$ cat src/rtl/div_pkg.sv
// Shared constants and state encoding for the sequential restoring divider.
package div_pkg;

  localparam int WIDTH_DEF = 4;

  localparam logic [1:0] ST_IDLE = 2'd0;
  localparam logic [1:0] ST_RUN  = 2'd1;
  localparam logic [1:0] ST_DONE = 2'd2;

  // Sliced down to WIDTH at the point of use.
  localparam logic [63:0] OVF_QUOT_ALL = '1;

  typedef enum logic [1:0] {
    S_IDLE = ST_IDLE,
    S_RUN  = ST_RUN,
    S_DONE = ST_DONE
  } div_state_t;

endpackage

$ cat src/rtl/div_step.sv
// One restoring-division step: shift in a dividend bit, trial-subtract the divisor.
module div_step #(
  parameter int WIDTH = 4
) (
  input  logic [WIDTH-1:0] i_rem,
  input  logic             i_bit,
  input  logic [WIDTH-1:0] i_divisor,
  output logic [WIDTH-1:0] o_rem,
  output logic             o_qbit
);

  logic [WIDTH:0] w_shift;
  logic [WIDTH:0] w_diff;

  assign w_shift = {i_rem, i_bit};
  assign w_diff  = w_shift - {1'b0, i_divisor};
  assign o_qbit  = ~w_diff[WIDTH];
  // The partial remainder stays below the divisor, so the restored value fits in WIDTH bits.
  assign o_rem   = o_qbit ? w_diff[WIDTH-1:0] : w_shift[WIDTH-1:0];

endmodule

$ cat src/rtl/seq_divider.sv
// Sequential radix-2 restoring divider, 2W/W -> W quotient + W remainder, one bit per clock.
// Optional SEQ_DIVIDER_BYPASS_EN: divide-by-one with a zero upper half completes without RUN.
import div_pkg::*;

module seq_divider #(
  parameter int WIDTH = WIDTH_DEF
) (
  input  logic               clk,
  input  logic               reset,
  input  logic               start,
  input  logic [2*WIDTH-1:0] dividend,
  input  logic [WIDTH-1:0]   divisor,
  output logic               busy,
  output logic               done,
  output logic [WIDTH-1:0]   quotient,
  output logic [WIDTH-1:0]   remainder,
  output logic               ovf
);

  localparam int CW = (WIDTH > 1) ? $clog2(WIDTH) : 1;
  localparam logic [CW-1:0] LAST_CNT = CW'(WIDTH - 1);

  div_state_t       r_state;
  logic [WIDTH-1:0] r_rem;
  logic [WIDTH-1:0] r_q;
  logic [WIDTH-1:0] r_div;
  logic [CW-1:0]    r_count;
  logic             r_busy;
  logic             r_done;
  logic [WIDTH-1:0] r_quot;
  logic [WIDTH-1:0] r_remo;
  logic             r_ovf;

  logic [WIDTH-1:0] w_hi;
  logic [WIDTH-1:0] w_lo;
  logic             w_ovf_det;
  logic [WIDTH-1:0] w_rem_next;
  logic             w_qbit;
  logic [WIDTH-1:0] w_q_next;

  assign w_hi      = dividend[2*WIDTH-1:WIDTH];
  assign w_lo      = dividend[WIDTH-1:0];
  assign w_ovf_det = (divisor == '0) || (w_hi >= divisor);
  assign w_q_next  = {r_q[WIDTH-2:0], w_qbit};

  div_step #(.WIDTH(WIDTH)) u_step (
    .i_rem     (r_rem),
    .i_bit     (r_q[WIDTH-1]),
    .i_divisor (r_div),
    .o_rem     (w_rem_next),
    .o_qbit    (w_qbit)
  );

  always_ff @(posedge clk) begin
    if (reset) begin
      r_state <= S_IDLE;
      r_rem   <= '0;
      r_q     <= '0;
      r_div   <= '0;
      r_count <= '0;
      r_busy  <= 1'b0;
      r_done  <= 1'b0;
      r_quot  <= '0;
      r_remo  <= '0;
      r_ovf   <= 1'b0;
    end else begin
      case (r_state)
        S_IDLE: begin
          r_done <= 1'b0;
          if (start) begin
            if (w_ovf_det) begin
              r_state <= S_DONE;
              r_done  <= 1'b1;
              r_quot  <= OVF_QUOT_ALL[WIDTH-1:0];
              r_remo  <= w_lo;
              r_ovf   <= 1'b1;
`ifdef SEQ_DIVIDER_BYPASS_EN
            end else if ((divisor == WIDTH'(1)) && (w_hi == '0)) begin
              r_state <= S_DONE;
              r_done  <= 1'b1;
              r_quot  <= w_lo;
              r_remo  <= '0;
              r_ovf   <= 1'b0;
`endif
            end else begin
              r_state <= S_RUN;
              r_busy  <= 1'b1;
              r_rem   <= w_hi;
              r_q     <= w_lo;
              r_div   <= divisor;
              r_count <= '0;
              r_ovf   <= 1'b0;
            end
          end
        end
        S_RUN: begin
          r_rem   <= w_rem_next;
          r_q     <= w_q_next;
          r_count <= r_count + CW'(1);
          if (r_count == LAST_CNT) begin
            r_state <= S_DONE;
            r_busy  <= 1'b0;
            r_done  <= 1'b1;
            r_quot  <= w_q_next;
            r_remo  <= w_rem_next;
          end
        end
        S_DONE: begin
          r_done  <= 1'b0;
          r_state <= S_IDLE;
        end
        default: begin
          r_state <= S_IDLE;
          r_busy  <= 1'b0;
          r_done  <= 1'b0;
        end
      endcase
    end
  end

  assign busy      = r_busy;
  assign done      = r_done;
  assign quotient  = r_quot;
  assign remainder = r_remo;
  assign ovf       = r_ovf;

endmodule

$ cat config.mk
export PLATFORM = sky130hd
export DESIGN_NAME = seq_divider
export DESIGN_NICKNAME = d
export VERILOG_FILES = /design/src/rtl/div_pkg.sv /design/src/rtl/div_step.sv /design/src/rtl/seq_divider.sv
export SDC_FILE = /design/constraint.sdc
export NUM_CORES = 1
export LEC_CHECK = 0
export CAP_MARGIN = 20
export CORE_MARGIN = 1.5
export CORE_UTILIZATION = 40
export CTS_CLUSTER_SIZE = 8
export DETAILED_ROUTE_END_ITERATION = 8
export PLACE_DENSITY_LB_ADDON = 0.15
export SLEW_MARGIN = 20
export SYNTH_ARGS = -nofsm -noshare
export SYNTH_HDL_FRONTEND = slang
export SYNTH_SLANG_ARGS = --single-unit
$ cat constraint.sdc
create_clock -name clk -period 4.4 [get_ports clk]
set_input_delay 0.88 -clock clk [delete_from_list [all_inputs] [get_ports clk]]
set_output_delay 0.88 -clock clk [all_outputs]
set_load 0.01 [all_outputs]
==> results.cfg <==
[critical_path]
r2r_start = r_q[3]
crit_type = in -> reg
required_ns = 4.60
worstRegToRegCells = 9
critPathArrivalTime_ns = 3.17
worst_setup_path_end_kind = flip-flop
start_kind = input pin
reg2reg_to = r_rem[2]
r2r_slack_ns = 2.03
cp_max_fo = 18

[floorplanning]
dieArea_mm2 = 0.00415
chipWidth_um = 64.4
die_y_um = 64.4
core_area_mm2 = 0.00363
rows = 22
io_pins = 26
start_util = 0.415

[detailed_routing]
vias_per_cell = 5.15
final_antenna_net_count = 0
drt-initial-drc-count = 26
wl_per_cell_um = 13.2
drt_drc_violations_left = 0
drt_wl_total_um = 3020
routed-via-count = 1175
drtPass1Iterations = 4

[clocking]
worstSkewPairLatency_ns = 0.28
cts_tree = built
clockBufferDepth = 2
post_cts_buffers = 0
root_buffer = clkbuf_8
path_clk_slew_ns = 0.10
cts_sinks = 27
cts_resized = 0
ctsHtreeMaxLevel = 1
cts_hold_buf = 0
numCtsBuffers = 3

[placed_design]
io_buffer_count = 25
hpwl_um = 2260
gp_congestion = 0.794
placedCellCount = 224

[yosys]
ys_types = 39
yosysSeqAreaShare = 0.358
syn_nets = 185
yosysWarnings = 0
synth_top_area_cell = dfxtp_1
netlist.area_leader.share = 0.358
synth_area_leaders = dfxtp_1 36%, nor2_1 9.0%, ha_1 7.5%, a311oi_2 6.0%, nand2_1 3.5%
postSynthCellCount = 160
avgSynthCellArea_um2 = 9.43
syn_area_mm2 = 0.00151
synth-seq-cells = 27

[final_layout]
drive_gt1_frac = 0.144
antennaDiodeCount = 0
area_growth_syn_to_layout_pct = 19.1
nets = 206
fin_cells = 228
post-route-util = 0.494

[sta]
setup_violations = 0
min_period_ns = 2.98
fin_skew_ns = 0.00569
finalMaxSlewViolations = 0
rsz0062_at_grt = false
worst_pin_slew_ns = 0.740
fin_tns_setup_ns = 0
fmax_mhz = 336
fin_crit_sh = 0.676
relSlewSlack = 0.506
hold_viol_final = 0

[outcome]
outcome = finished clean

[grt]
global_route.overflow_total = 0
antenna_found_initial = 0
grt_pass1_wl_um = 5280
grt_pass1_vias = 1180
grt_max_degree = 28
track_usage = 0.161

[hold_path]
hold_path.startpoint = r_count[0]
whs_path_depth = 1
min_to = r_count[0]
hp-class = reg -> reg

[job]
drv_cap = 0

[power]
power.density_mw_per_mm2 = 407
p_leak_nw = 0.691
irDropWorstVdd_mv = 0.200
## metrics by stage
stage                     setup WS, ns  hold slack [ns]  instance area (um^2)  total power [mW]
after floorplan                   2.05            0.444                  1510             0.518
after global placement            1.20            0.456                  1750             0.580
after detailed placement          1.12            0.471                  1750             0.587
after CTS                         1.41            0.493                  1800             0.742
after global routing              1.22            0.533                  1800             0.782
final                             1.42            0.492                  1800             0.732
## synthesized netlist by cell type
library cell	number
a211oi_1	1
a211oi_2	4
a21oi_1	4
a21oi_4	1
a2bb2oi_1	1
a311oi_1	6
a311oi_2	6
and3_1	1
buf_1	1
buf_12	1
buf_2	2
buf_6	2
clkbuf_1	3
dfxtp_1	27
fa_1	1
ha_1	9
inv_1	10
mux2_4	2
mux2i_1	4
nand2_1	14
nand2_2	2
nand2b_1	2
nand2b_4	1
nor2_1	36
nor2b_1	1
nor3_1	3
nor3_4	1
nor3b_1	1
nor4_1	2
nor4_2	1
nor4b_2	1
o211ai_1	2
o211ai_2	1
o21a_1	1
o21ba_1	1
o21bai_1	1
xnor2_1	1
xor2_1	1
xor2_4	1
## cell type report
class / count / area (um^2)
multi-input cells: 114 / 863
clock inverters: 1 / 8.76
well taps: 48 / 60.1
flip-flops and latches: 27 / 541
clock buffers: 3 / 41.3
repair buffers: 25 / 245
fillers: 357 / 1840
inverters: 10 / 37.5
## worst max-delay path by stage
stage / endpoint / depth (start not counted) / slack, ns / start
final: r_q[0] / 9 / 1.42 / divisor[1]
after floorplan: r_count[1] / 10 / 2.05 / divisor[1]
after detailed placement: r_rem[2] / 9 / 1.12 / divisor[1]
after global routing: r_q[2] / 8 / 1.22 / divisor[3]
after CTS: r_rem[2] / 9 / 1.41 / divisor[1]
after global placement: remainder[3] / 9 / 1.20 / divisor[3]
## cell families (layout without fill, tap and decap cells)
group,after synthesis,count (layout),share of synthesized area
buffers and inverters,19,39,0.0697
xor gates and xnor gates,3,3,0.0299
and+or+nand+nor,66,66,0.211
adders and majority gates,10,10,0.0879
DFF,27,27,0.358
muxes,6,6,0.0464
AOI/OAI and AO/OA,29,29,0.197
## placed cells by master (no fill, tap or decap), types with 2 or more instances in the layout
cell / count
nor4_1: 2
dfxtp_1: 27
a21oi_1: 4
nand2_2: 2
a311oi_2: 6
mux2_4: 2
clkbuf_8: 3
a311oi_1: 6
nor2_1: 36
inv_1: 10
nand2b_1: 2
nand2_1: 14
clkdlybuf4s50_1: 24
mux2i_1: 4
nor3_1: 3
a211oi_2: 4
ha_1: 9
o211ai_1: 2
## sequential cells by signal, indices dropped and copies added (netlist names)
signal,flops
r_rem,4
remainder,4
r_count,2
r_q,4
done,1
r_div,4
r_state,2
quotient,4
ovf,1
busy,1
## critical path: stages
cell and delay, ns:
clkdlybuf4s50_1 0.52, inv_1 0.06, ha_1 0.28, o211ai_2 0.13
a21oi_1 0.08, nor3b_1 0.28, o21ba_1 0.58, nor2_1 0.10
a311oi_1 0.26
## routing by layer
layer	wire length, um	global-route usage	vias to the layer above
li1	-	-	601
met5	0	0	-
met4	55	0.0665	0
met3	92	0.0243	4
met2	1430	0.283	23
met1	1440	0.197	547
## report_power, final
group | internal, mW | leakage, nW | switching [mW]
logic | 0.132 | 0.442 | 0.144
clock network | 0.0667 | 0.0261 | 0.0869
registers | 0.277 | 0.222 | 0.0252
total | 0.476 | 0.691 | 0.256
(Power assumes the default switching activity.)
